===== src/rtl/demux2_pkg.sv =====
// Shared types and helpers for the demux2_stream 1-to-2 stream demultiplexer.
package demux2_pkg;

    typedef enum logic {
        CH_A = 1'b0,
        CH_B = 1'b1
    } ch_sel_t;

    typedef enum logic [1:0] {
        EMPTY = 2'd0,
        ONE   = 2'd1,
        FULL  = 2'd2
    } fifo_state_t;

    localparam int STATS_W = 16;

    function automatic logic [STATS_W-1:0] sat_inc(input logic [STATS_W-1:0] v);
        return (v == {STATS_W{1'b1}}) ? v : v + {{(STATS_W-1){1'b0}}, 1'b1};
    endfunction

endpackage


===== src/rtl/demux2_stream_fifo2.sv =====
// Two-entry FIFO; entry 0 is always the head and is driven straight from a register.
module fifo2
    import demux2_pkg::*;
#(
    parameter int WIDTH = 8
) (
    input  logic             clk,
    input  logic             rst_n,
    input  logic             push,
    input  logic [WIDTH-1:0] din,
    input  logic             pop,
    output logic             full,
    output logic             empty,
    output logic [WIDTH-1:0] head
);

    fifo_state_t      state_r;
    fifo_state_t      state_s;
    logic [WIDTH-1:0] mem0_r;
    logic [WIDTH-1:0] mem1_r;

    // Occupancy state register.
    always_ff @(posedge clk or negedge rst_n) begin
        if (!rst_n) begin
            state_r <= EMPTY;
        end else begin
            state_r <= state_s;
        end
    end

    // Occupancy next state; push/pop together keep the count.
    always_comb begin
        state_s = state_r;
        case (state_r)
            EMPTY: begin
                if (push) state_s = ONE;
                else      state_s = EMPTY;
            end
            ONE: begin
                if (push && !pop)      state_s = FULL;
                else if (pop && !push) state_s = EMPTY;
                else                   state_s = ONE;
            end
            FULL: begin
                if (pop && !push) state_s = ONE;
                else              state_s = FULL;
            end
            default: state_s = EMPTY;
        endcase
    end

    // Entry storage; a pop that empties the FIFO leaves the old head in place.
    always_ff @(posedge clk or negedge rst_n) begin
        if (!rst_n) begin
            mem0_r <= {WIDTH{1'b0}};
            mem1_r <= {WIDTH{1'b0}};
        end else begin
            case (state_r)
                EMPTY: begin
                    if (push) mem0_r <= din;
                end
                ONE: begin
                    if (push && pop) mem0_r <= din;
                    else if (push)   mem1_r <= din;
                end
                FULL: begin
                    if (pop) begin
                        mem0_r <= mem1_r;
                        if (push) mem1_r <= din;
                    end
                end
                default: begin
                    mem0_r <= {WIDTH{1'b0}};
                    mem1_r <= {WIDTH{1'b0}};
                end
            endcase
        end
    end

    assign full  = (state_r == FULL);
    assign empty = (state_r == EMPTY);
    assign head  = mem0_r;

endmodule


===== src/rtl/demux2_stream.sv =====
// Registered 1-to-2 stream demultiplexer with a 2-entry FIFO per channel.
// Optional per-channel transfer counters when DEMUX2_STATS_EN is defined.
module demux2_stream
    import demux2_pkg::*;
#(
    parameter int WIDTH = 8
) (
    input  logic               clk_i,
    input  logic               rst_ni,
    input  logic [WIDTH-1:0]   bus_i,
    input  logic               valid_i,
    input  logic               select_i,
    output logic               ready_o,
    output logic [WIDTH-1:0]   bus_a_o,
    output logic               valid_a_o,
    input  logic               ready_a_i,
    output logic [WIDTH-1:0]   bus_b_o,
    output logic               valid_b_o,
    input  logic               ready_b_i
`ifdef DEMUX2_STATS_EN
    ,
    input  logic               clr_cnt_i,
    output logic [STATS_W-1:0] cnt_a_o,
    output logic [STATS_W-1:0] cnt_b_o
`endif
);

    ch_sel_t sel_s;
    logic    full_a_s, full_b_s, empty_a_s, empty_b_s;
    logic    push_a_s, push_b_s, pop_a_s, pop_b_s;

    assign sel_s = ch_sel_t'(select_i);

    // Ready depends only on select and registered occupancy, never on consumer ready.
    assign ready_o  = (sel_s == CH_B) ? !full_b_s : !full_a_s;
    assign push_a_s = valid_i && ready_o && (sel_s == CH_A);
    assign push_b_s = valid_i && ready_o && (sel_s == CH_B);

    assign valid_a_o = !empty_a_s;
    assign valid_b_o = !empty_b_s;
    assign pop_a_s   = valid_a_o && ready_a_i;
    assign pop_b_s   = valid_b_o && ready_b_i;

    fifo2 #(.WIDTH(WIDTH)) u_fifo_a (
        .clk   (clk_i),
        .rst_n (rst_ni),
        .push  (push_a_s),
        .din   (bus_i),
        .pop   (pop_a_s),
        .full  (full_a_s),
        .empty (empty_a_s),
        .head  (bus_a_o)
    );

    fifo2 #(.WIDTH(WIDTH)) u_fifo_b (
        .clk   (clk_i),
        .rst_n (rst_ni),
        .push  (push_b_s),
        .din   (bus_i),
        .pop   (pop_b_s),
        .full  (full_b_s),
        .empty (empty_b_s),
        .head  (bus_b_o)
    );

`ifdef DEMUX2_STATS_EN
    logic [STATS_W-1:0] cnt_a_r, cnt_b_r;

    // Saturating output-transfer counters; clear beats a same-cycle increment.
    always_ff @(posedge clk_i or negedge rst_ni) begin
        if (!rst_ni) begin
            cnt_a_r <= {STATS_W{1'b0}};
            cnt_b_r <= {STATS_W{1'b0}};
        end else if (clr_cnt_i) begin
            cnt_a_r <= {STATS_W{1'b0}};
            cnt_b_r <= {STATS_W{1'b0}};
        end else begin
            if (pop_a_s) cnt_a_r <= sat_inc(cnt_a_r);
            if (pop_b_s) cnt_b_r <= sat_inc(cnt_b_r);
        end
    end

    assign cnt_a_o = cnt_a_r;
    assign cnt_b_o = cnt_b_r;
`endif

endmodule


===== config.mk =====
export PLATFORM = sky130hd
export DESIGN_NAME = demux2_stream
export DESIGN_NICKNAME = d
export VERILOG_FILES = /design/src/rtl/demux2_pkg.sv /design/src/rtl/demux2_stream_fifo2.sv /design/src/rtl/demux2_stream.sv
export SDC_FILE = /design/constraint.sdc
export NUM_CORES = 1
export LEC_CHECK = 0
export CORE_ASPECT_RATIO = 0.8
export CORE_MARGIN = 2
export CORE_UTILIZATION = 57
export CTS_CLUSTER_SIZE = 8
export DETAILED_ROUTE_END_ITERATION = 12
export PLACE_DENSITY = 0.81
export SKIP_LAST_GASP = 1
export SYNTH_ARGS = -nofsm -noshare
export SYNTH_HDL_FRONTEND = slang
export SYNTH_SLANG_ARGS = --single-unit

===== constraint.sdc =====
create_clock -name clk_i -period 7.36 [get_ports clk_i]
set_input_delay 1.472 -clock clk_i [delete_from_list [all_inputs] [get_ports clk_i]]
set_output_delay 1.472 -clock clk_i [all_outputs]
set_load 0.05 [all_outputs]

# --- Word-level counts from Yosys, hierarchy flattened ---
# Index checks and enable logic that the tools add are counted.
classes:
  eq_ne: 12
  mux: 27
  bitwise_logic: 3
  reduce_logical: 25
op_table:
  columns: ["cell", "n"]
  rows:
  - ["$mux 8", 12]
  - ["$pmux 8 s3", 4]
  - ["$ne 2x1->1 const B", 6]
  - ["$pmux 2 s3", 2]
  - ["$reduce_and 3->1", 4]
  - ["$logic_and 1x1->1", 11]
  - ["$logic_not 1->1", 8]
  - ["$mux 2", 4]
  - ["$mux 1", 5]
  - ["$eq 2x1->1 const B", 2]
  - ["$eq 2x2->1 const B", 2]
  - ["$logic_not 2->1", 2]
  - ["$ne 2x2->1 const B", 2]
  - ["$not 1->1", 3]
word_totals:
  regBits: 36
  in_bits: 14
  out_inout_bits: 19

# --- Depth between registers and ports, before layout ---
# Gate-level depths: netlist (run 1).
depth:
  ltp_word: 10
  ltp_mapped: 10
  depth_no_buf: 10

# --- Hierarchy ---
# Synthesis (run 1) repeated with hierarchy kept, for this count alone.
unflattened:
  cells_unflattened: 165
  area_unflattened_um2: 2040.7
by_module_without_submodules:
  columns: ["module", "n_inst", "cells_per_inst", "area_per_inst_um2"]
  rows:
  - ["fifo2 (u_fifo_b)", 1, 80, 1017.2]
  - ["fifo2 (u_fifo_a)", 1, 78, 977.2]
  - ["demux2_stream", 1, 7, 46.3]

# --- Worst setup path after synthesis (run 1) ---
# No wires, ideal clock.
synth_timing:
  path_kind: "input to output"
  start: "input select_i"
  end: "output ready_o"
  t_arrival_ns: 2.318
  setup_slack_ns: 3.570
  cell_stages: 1
  cell_sequence: "mux2i_1"
synth_between:
  elab_chain_len: 1
synth_rtl:
  columns: ["item", "line_no", "rtl"]
  rows:
  - ["start: declaration", "demux2_stream.sv:12", "input logic select_i,"]
  - ["$mux 1", "demux2_stream.sv:35", "assign ready_o = (sel_s == CH_B) ? !full_b_s : !full_a_s;"]
  - ["end: declaration", "demux2_stream.sv:13", "output logic ready_o,"]
# No other way between the ends.

# --- Worst setup path after layout (run 1) ---
# Ends and elaborated chain as after synthesis.

==> results of run 1 <==
metrics by stage:
stage               hold WS, ns  total power, mW  cell area [µm²]
finish                    0.507             1.26             2450
global placement          0.493             1.10             2360
detailed placement        0.499             1.11             2360
CTS                       0.513             1.26             2450
global route              0.525             1.35             2450
floorplan                 0.497            0.913             2030
final cells by class:
class	count	area [µm²]	area share, %
Tap cell	42	52.6	2.15
Clock buffer	8	90.1	3.68
Timing Repair Buffer	33	328	13.4
Sequential cell	36	901	36.8
Inverter	14	52.6	2.15
Multi-Input combinational cell	149	1020	41.8
cell usage after synthesis, drive strengths merged:
library cell / n / area [µm²]
or2: 2 / 12.5
clkbuf: 6 / 22.5
nand3b: 1 / 7.51
a21oi: 4 / 23.8
nor2: 18 / 67.6
nand3: 16 / 80.1
inv: 14 / 52.6
dfrtp: 36 / 901
buf: 6 / 30.0
or3b: 1 / 8.76
mux2: 16 / 180
a22oi: 16 / 120
a222oi: 4 / 40.0
mux2i: 1 / 10.0
o21ai: 2 / 10.0
ha: 14 / 175
a22o: 16 / 140
nand2b: 2 / 12.5
nand2: 36 / 135
layer usage:
layer / up-vias / wire length [µm] / global-route usage [%]
met5: - / 0 / 0
met4: 0 / 44 / 6.20
met3: 7 / 339 / 5.65
met2: 63 / 1900 / 33.9
met1: 786 / 2170 / 35.8
li1: 792 / - / -
worst min path at each step:
stage | from | endpoint | depth (start not counted)
3_3_place_gp | u_fifo_b.head[2]$_DFFE_PN0P_ | u_fifo_b.head[2]$_DFFE_PN0P_ | 1
3_5_place_dp | u_fifo_b.head[5]$_DFFE_PN0P_ | u_fifo_b.head[5]$_DFFE_PN0P_ | 1
6_report | u_fifo_b.head[7]$_DFFE_PN0P_ | u_fifo_b.head[7]$_DFFE_PN0P_ | 1
4_1_cts | u_fifo_b.head[3]$_DFFE_PN0P_ | u_fifo_b.head[3]$_DFFE_PN0P_ | 1
2_1_floorplan | u_fifo_a.mem1_r[0]$_DFFE_PN0P_ | u_fifo_a.mem1_r[0]$_DFFE_PN0P_ | 1
5_1_grt | u_fifo_b.head[3]$_DFFE_PN0P_ | u_fifo_b.head[3]$_DFFE_PN0P_ | 1
worst reg2reg max path, cell delays in order, from the launching register on:
cell and delay, ns:
dfrtp_1 0.37, inv_1 0.07, ha_1 0.39, or3b_1 0.65
inv_2 0.27, ha_1 0.22, inv_1 0.05, a222oi_1 0.93
mux2_2 0.43
sequential cells by signal (all words and copies together), names as in the netlist:
name,count
u_fifo_a.state_r,2
u_fifo_b.head,8
u_fifo_b.state_r,2
u_fifo_b.mem1_r,8
u_fifo_a.head,8
u_fifo_a.mem1_r,8
cell families (layout without fill, tap and decap cells):
logic type	Yosys count	in the layout
compound gates	42	42
fa+ha+maj	14	14
buf+inv	26	55
flops	36	36
mux	17	17
simple gates	76	76
power by group:
| group | leakage, nW | total [mW] | internal [mW] | switching (mW) |
|---|---|---|---|---|
| clock network | 0.0455 | 0.146 | 0.0764 | 0.0698 |
| logic | 0.693 | 0.771 | 0.295 | 0.476 |
| registers | 0.467 | 0.345 | 0.289 | 0.0560 |
==> results by group, run 1 <==
Cells and area
  • Layout area overhead: 20.6%
  • Final cell count without fillers: 282
  • Ant diodes: 0
  • Final net count: 267
  • Util after Layout: 71.5%
  • Share of cells above drive strength 1: 11.7%
  • Fillers: about 270
  • Commonest non-fill, non-tap cells in the layout: nand2_1, dfrtp_1, clkdlybuf4s50_1

Route
  • Avg WL per Cell: roughly 16 µm
  • DR vias: about 1600
  • DR iter-0 viols: 157
  • DRC violations left: 0
  • DRT Pass-1 Iters: 5
  • Final ANT Viol Nets: 0
  • Drt via density: 5.84
  • Drt total wl: ~4500 µm

STA
  • Setup tns final: 0 ns
  • Rel. slew slack: 15.8%
  • Setup Skew: 0.00700 ns
  • Slew @ Worst Pin: 1.26 ns
  • Final Hold Violating Endpoints: 0
  • PnR worst setup slack: roughly 2.9 ns
  • Post-route minimum period: 4.49 ns
  • Final setup fails: 0
  • RSZ-0062 raised after global routing: false
  • Slew Limit Fails: 0
  • Max Freq: ~220 MHz
  • Crit share post-route: around three fifths

Worst setup path
  • Family with the most delay on the worst path: buffers and inverters
  • Worst r2r src: u_fifo_a.state_r[0]$_DFF_PN0_
  • Data required, critical path: roughly 5.9 ns
  • CP Launch Type: input pin
  • Worst setup path endpoint: ready_o
  • Buf/Inv on CP: 2
  • Critical path cell sequence: clkdlybuf4s50_1, mux2i_1, clkdlybuf4s50_1
  • Slowest cell on crit path: clkdlybuf4s50_1
  • Biggest cell delay along the critical path: 0.82 ns
  • Crit. Startpoint: select_i
  • CP most frequent cell: clkdlybuf4s50_1
  • End of the worst register-to-register path: u_fifo_a.head[1]$_DFFE_PN0P_
  • Reg2reg path depth: 8
  • CP max FO: 3
  • Crit end category: output port
  • Flop-to-flop setup slack: 3.85 ns
  • CP Class: input pin to output port
  • Number of cells on the critical path: 3
  • Crit path DAT: between 3 and 4 ns

Synth
  • Post-synthesis sequential area ratio: ~44%
  • Seq cells post-synth: 36
  • Mapped Area: 2030 µm²
  • Cells after Synth: 211
  • Syn_nets: 239
  • Yosys warnings: 0
  • Synth Area in Simple Gates: 16.0%
  • Adder-Cell Fraction of Synth Area: 8.63%
  • Compound-Gate Fraction of Synth Area: 16.5%
  • XOR/XNOR Fraction of Synth Area: 0%
  • Distinct cells, synth: 23
  • Main combinational cell family by area after synthesis: compound AO/OA/AOI/OAI gates
  • Multiplexer share of the synthesized area: 9.37%
  • Average size of a mapped cell: 9.62 µm²

Status
  • Status: finished clean

Clock network
  • CTS Buf Count: 5
  • Root Driver: clkbuf_8
  • H-tree depth: 2
  • Clock Latency Late Sink: 0.29 ns
  • CTS Sinks: 36
  • Worst-path clk slew: 0.07 ns
  • Setup bufs post-CTS: 0
  • CTS tree: done
  • Number of gates resized after cts: 0
  • Clock Path Buffers: 2
  • # hold bufs at CTS: 0

Floorplanning
  • DIE HEIGHT: 57.4 µm
  • Total Die Area: between 4000 and 5000 µm²
  • Starting Density: 59.3%
  • Core area: between 3000 and 4000 µm²
  • Number of I/O pins: 33
  • # rows: 19
  • Die Wd: 70.7 µm

Placed design
  • Detail Placement HPWL: 3090 µm
  • Setup WS pre-CTS: 2.82 ns
  • Cells after DPL: between 200 and 300
  • PortBufs: 32
  • Routability cong.: 0.790

GRT
  • Largest net degree at the start of global routing: 37
  • Gr usage total: a little under a quarter
  • First-pass GRT wire length: 7430 µm
  • Vias in the first global route: 1530
  • Initial antenna violation count: 0
  • Total gr overflow: 0

Power and ir drop
  • LEAKAGE: approximately 1.2 nW
  • Worst VDD drop: 0.233 mV
  • Power per cell area: between 500 and 600 nW/µm²

Worst hold path
  • HP Class: flip-flop to flip-flop

Flow run
  • Max-cap violations: 0
(Power assumes the default switching activity.)
==> inputs of run 2 (changes only) <==
--- a/config.mk
+++ b/config.mk
@@ -7,10 +7,10 @@
 export LEC_CHECK = 0
 export CORE_ASPECT_RATIO = 0.8
 export CORE_MARGIN = 2
-export CORE_UTILIZATION = 57
+export CORE_UTILIZATION = 48
 export CTS_CLUSTER_SIZE = 8
 export DETAILED_ROUTE_END_ITERATION = 12
-export PLACE_DENSITY = 0.81
+export PLACE_DENSITY = 0.73
 export SKIP_LAST_GASP = 1
 export SYNTH_ARGS = -nofsm -noshare
 export SYNTH_HDL_FRONTEND = slang
==> constraint.sdc (replaced) <==
create_clock -name clk_i -period 4.1 [get_ports clk_i]
set_input_delay 0.82 -clock clk_i [delete_from_list [all_inputs] [get_ports clk_i]]
set_output_delay 0.82 -clock clk_i [all_outputs]
set_load 0.05 [all_outputs]
==> run 2 against run 1 <==
  * Flip-flop and latch count unchanged
  * Critical path depth increased by 5
  * Core utilization decreased by 11 points
  * Combinational power increased by 83%
  * Highest routed layer unchanged
  * Largest power group unchanged
  * Global-route usage is 2.6 points lower
  * Critical path type is now flip-flop to flip-flop
==> results by group, run 2 (same netlist as run 1, synthesis figures left out) <==
Power and ir drop
  • Worst VDD drop: 0.538 mV (+130%)
  • Power per cell area: 926 nW/µm² (+79%)
  • LEAKAGE: 1.22 nW (+0.83%)
  • Power consumption: 2.30 mW (+82%)

Clock network
  • # hold bufs at CTS: 0 (unchanged)
  • Clock Path Buffers: 2 (unchanged)
  • CTS Buf Count: 5 (unchanged)
  • CTS tree: done
  • Clock Latency Late Sink: 0.28 ns (about the same)
  • H-tree depth: 2 (unchanged)
  • Root Driver: clkbuf_8
  • Worst-path clk slew: 0.07 ns (about the same)
  • CTS Sinks: 36 (unchanged)
  • Setup bufs post-CTS: 0 (unchanged)
  • Number of gates resized after cts: 0 (unchanged)

Floorplanning
  • # rows: 21 (+2)
  • Number of I/O pins: 33 (unchanged)
  • Total Die Area: 4770 µm² (+18%)
  • Die Wd: 76.7 µm (+8.5%)
  • DIE HEIGHT: 62.2 µm (+8.3%)
  • Core area: 4130 µm² (+21%)
  • Starting Density: 49.2% (-10 points)

Cells and area
  • Share of cells above drive strength 1: 12.4% (+0.73 points)
  • Layout area overhead: 22.3%
  • Final cell count without fillers: 299 (+6.0%)
  • Ant diodes: 0 (unchanged)
  • Final net count: 269 (+0.75%)
  • Commonest non-fill, non-tap cells in the layout: nand2_1, dfrtp_1, clkdlybuf4s50_1

STA
  • Max Freq: 289 MHz
  • Setup tns final: 0 ns (unchanged)
  • Final setup fails: 0 (unchanged)
  • Setup Skew: 0.00337 ns (-0.00363 ns)
  • Final Hold Violating Endpoints: 0 (unchanged)
  • Slew @ Worst Pin: 0.781 ns (-0.482 ns)
  • Post-route minimum period: about 3.5 ns
  • Rel. slew slack: 48.0% (+32 points)
  • Slew Limit Fails: 0 (unchanged)
  • Crit share post-route: 84.4%
  • RSZ-0062 raised after global routing: false

Route
  • DRC violations left: 0 (unchanged)
  • Drt via density: 5.70 (-2.5%)
  • DR vias: 1703 (+3.3%)
  • Drt total wl: 4690 µm (+5.3%)
  • DR iter-0 viols: 199 (+27%)
  • DRT Pass-1 Iters: 4 (-1)
  • Final ANT Viol Nets: 0 (unchanged)
  • Avg WL per Cell: 15.7 µm (-0.66%)

Worst setup path
  • CP Launch Type: flip-flop
  • Crit path DAT: 3.63 ns (+0.62 ns)
  • Data required, critical path: 4.27 ns (-1.62 ns)
  • Crit end category: flip-flop
  • CP Class: flip-flop to flip-flop
  • CP max FO: 14 (+11)

Placed design
  • Routability cong.: 0.765 (-3.2%)
  • Detail Placement HPWL: 3220 µm (+4.2%)
  • Cells after DPL: 291 (+6.2%)
  • PortBufs: 32 (unchanged)

GRT
  • Initial antenna violation count: 0 (unchanged)
  • Vias in the first global route: 1649 (+7.8%)
  • Largest net degree at the start of global routing: 37 (unchanged)
  • First-pass GRT wire length: 8020 µm (+8.0%)
  • Total gr overflow: 0 (unchanged)
  • Gr usage total: 21.0% (-2.6 points)

Status
  • Status: finished clean

Flow run
  • Max-cap violations: 0 (unchanged)

Worst hold path
  • HP Class: flip-flop to flip-flop
## run 2: through the flow
stage	util (%)	setup WS, ns	cell area, µm²	hold WS [ns]
2_1_floorplan	-	1.55	2030	0.497
3_3_place_gp	58.0	0.543	2390	0.491
3_5_place_dp	58.0	0.538	2390	0.495
4_1_cts	60.1	0.742	2480	0.511
5_1_grt	60.1	0.365	2480	0.519
6_report	60.1	0.639	2480	0.505
## run 2: final timing paths
| kind | start | end | slack (ns) | depth (start not counted) |
|---|---|---|---|---|
| hold / removal | u_fifo_b.head[1]$_DFFE_PN0P_ | u_fifo_b.head[1]$_DFFE_PN0P_ | 0.51 | 1 |
| setup reg to reg | u_fifo_b.state_r[0]$_DFF_PN0_ | u_fifo_b.mem1_r[5]$_DFFE_PN0P_ | 0.64 | 8 |
| max in group asynchronous | rst_ni | u_fifo_b.mem1_r[4]$_DFFE_PN0P_ | 2.82 | 2 |
| min in group asynchronous | rst_ni | u_fifo_a.mem1_r[4]$_DFFE_PN0P_ | 0.95 | 2 |
| setup / recovery | u_fifo_b.state_r[0]$_DFF_PN0_ | u_fifo_b.mem1_r[5]$_DFFE_PN0P_ | 0.64 | 8 |
| hold reg to reg | u_fifo_b.head[1]$_DFFE_PN0P_ | u_fifo_b.head[1]$_DFFE_PN0P_ | 0.51 | 1 |
## run 2: worst max-delay path, cell delays in order, from the launching register on
cell      delay, ns
dfrtp_1        0.40
inv_1          0.09
ha_1           0.48
nand3b_1       0.48
inv_2          0.22
ha_1           0.25
a21oi_1        0.61
o21ai_1        0.45
a22o_1         0.36
## run 2: metal layers
layer	up-vias	routed length, µm	global-route usage [%]	share of wire [%]
met5	-	0	0	0
met4	0	63	6.82	1.3
met3	7	212	3.20	4.5
met2	48	2190	31.5	47
met1	854	2230	31.2	47
li1	794	-	-	-
## run 2: report_power, final
part,internal [mW],leakage [nW],switching [mW]
Clock,0.137,0.0455,0.124
Sequential,0.519,0.467,0.102
Combinational,0.547,0.702,0.868
## run 2: cell type report
| type | instances | area (µm²) |
|---|---|---|
| Fill cell | 376 | 1640 |
| Multi-Input combinational cell | 149 | 1020 |
| Sequential cell | 36 | 901 |
| Timing Repair Buffer | 35 | 343 |
| Clock buffer | 8 | 90.1 |
| Tap cell | 57 | 71.3 |
| Inverter | 14 | 52.6 |
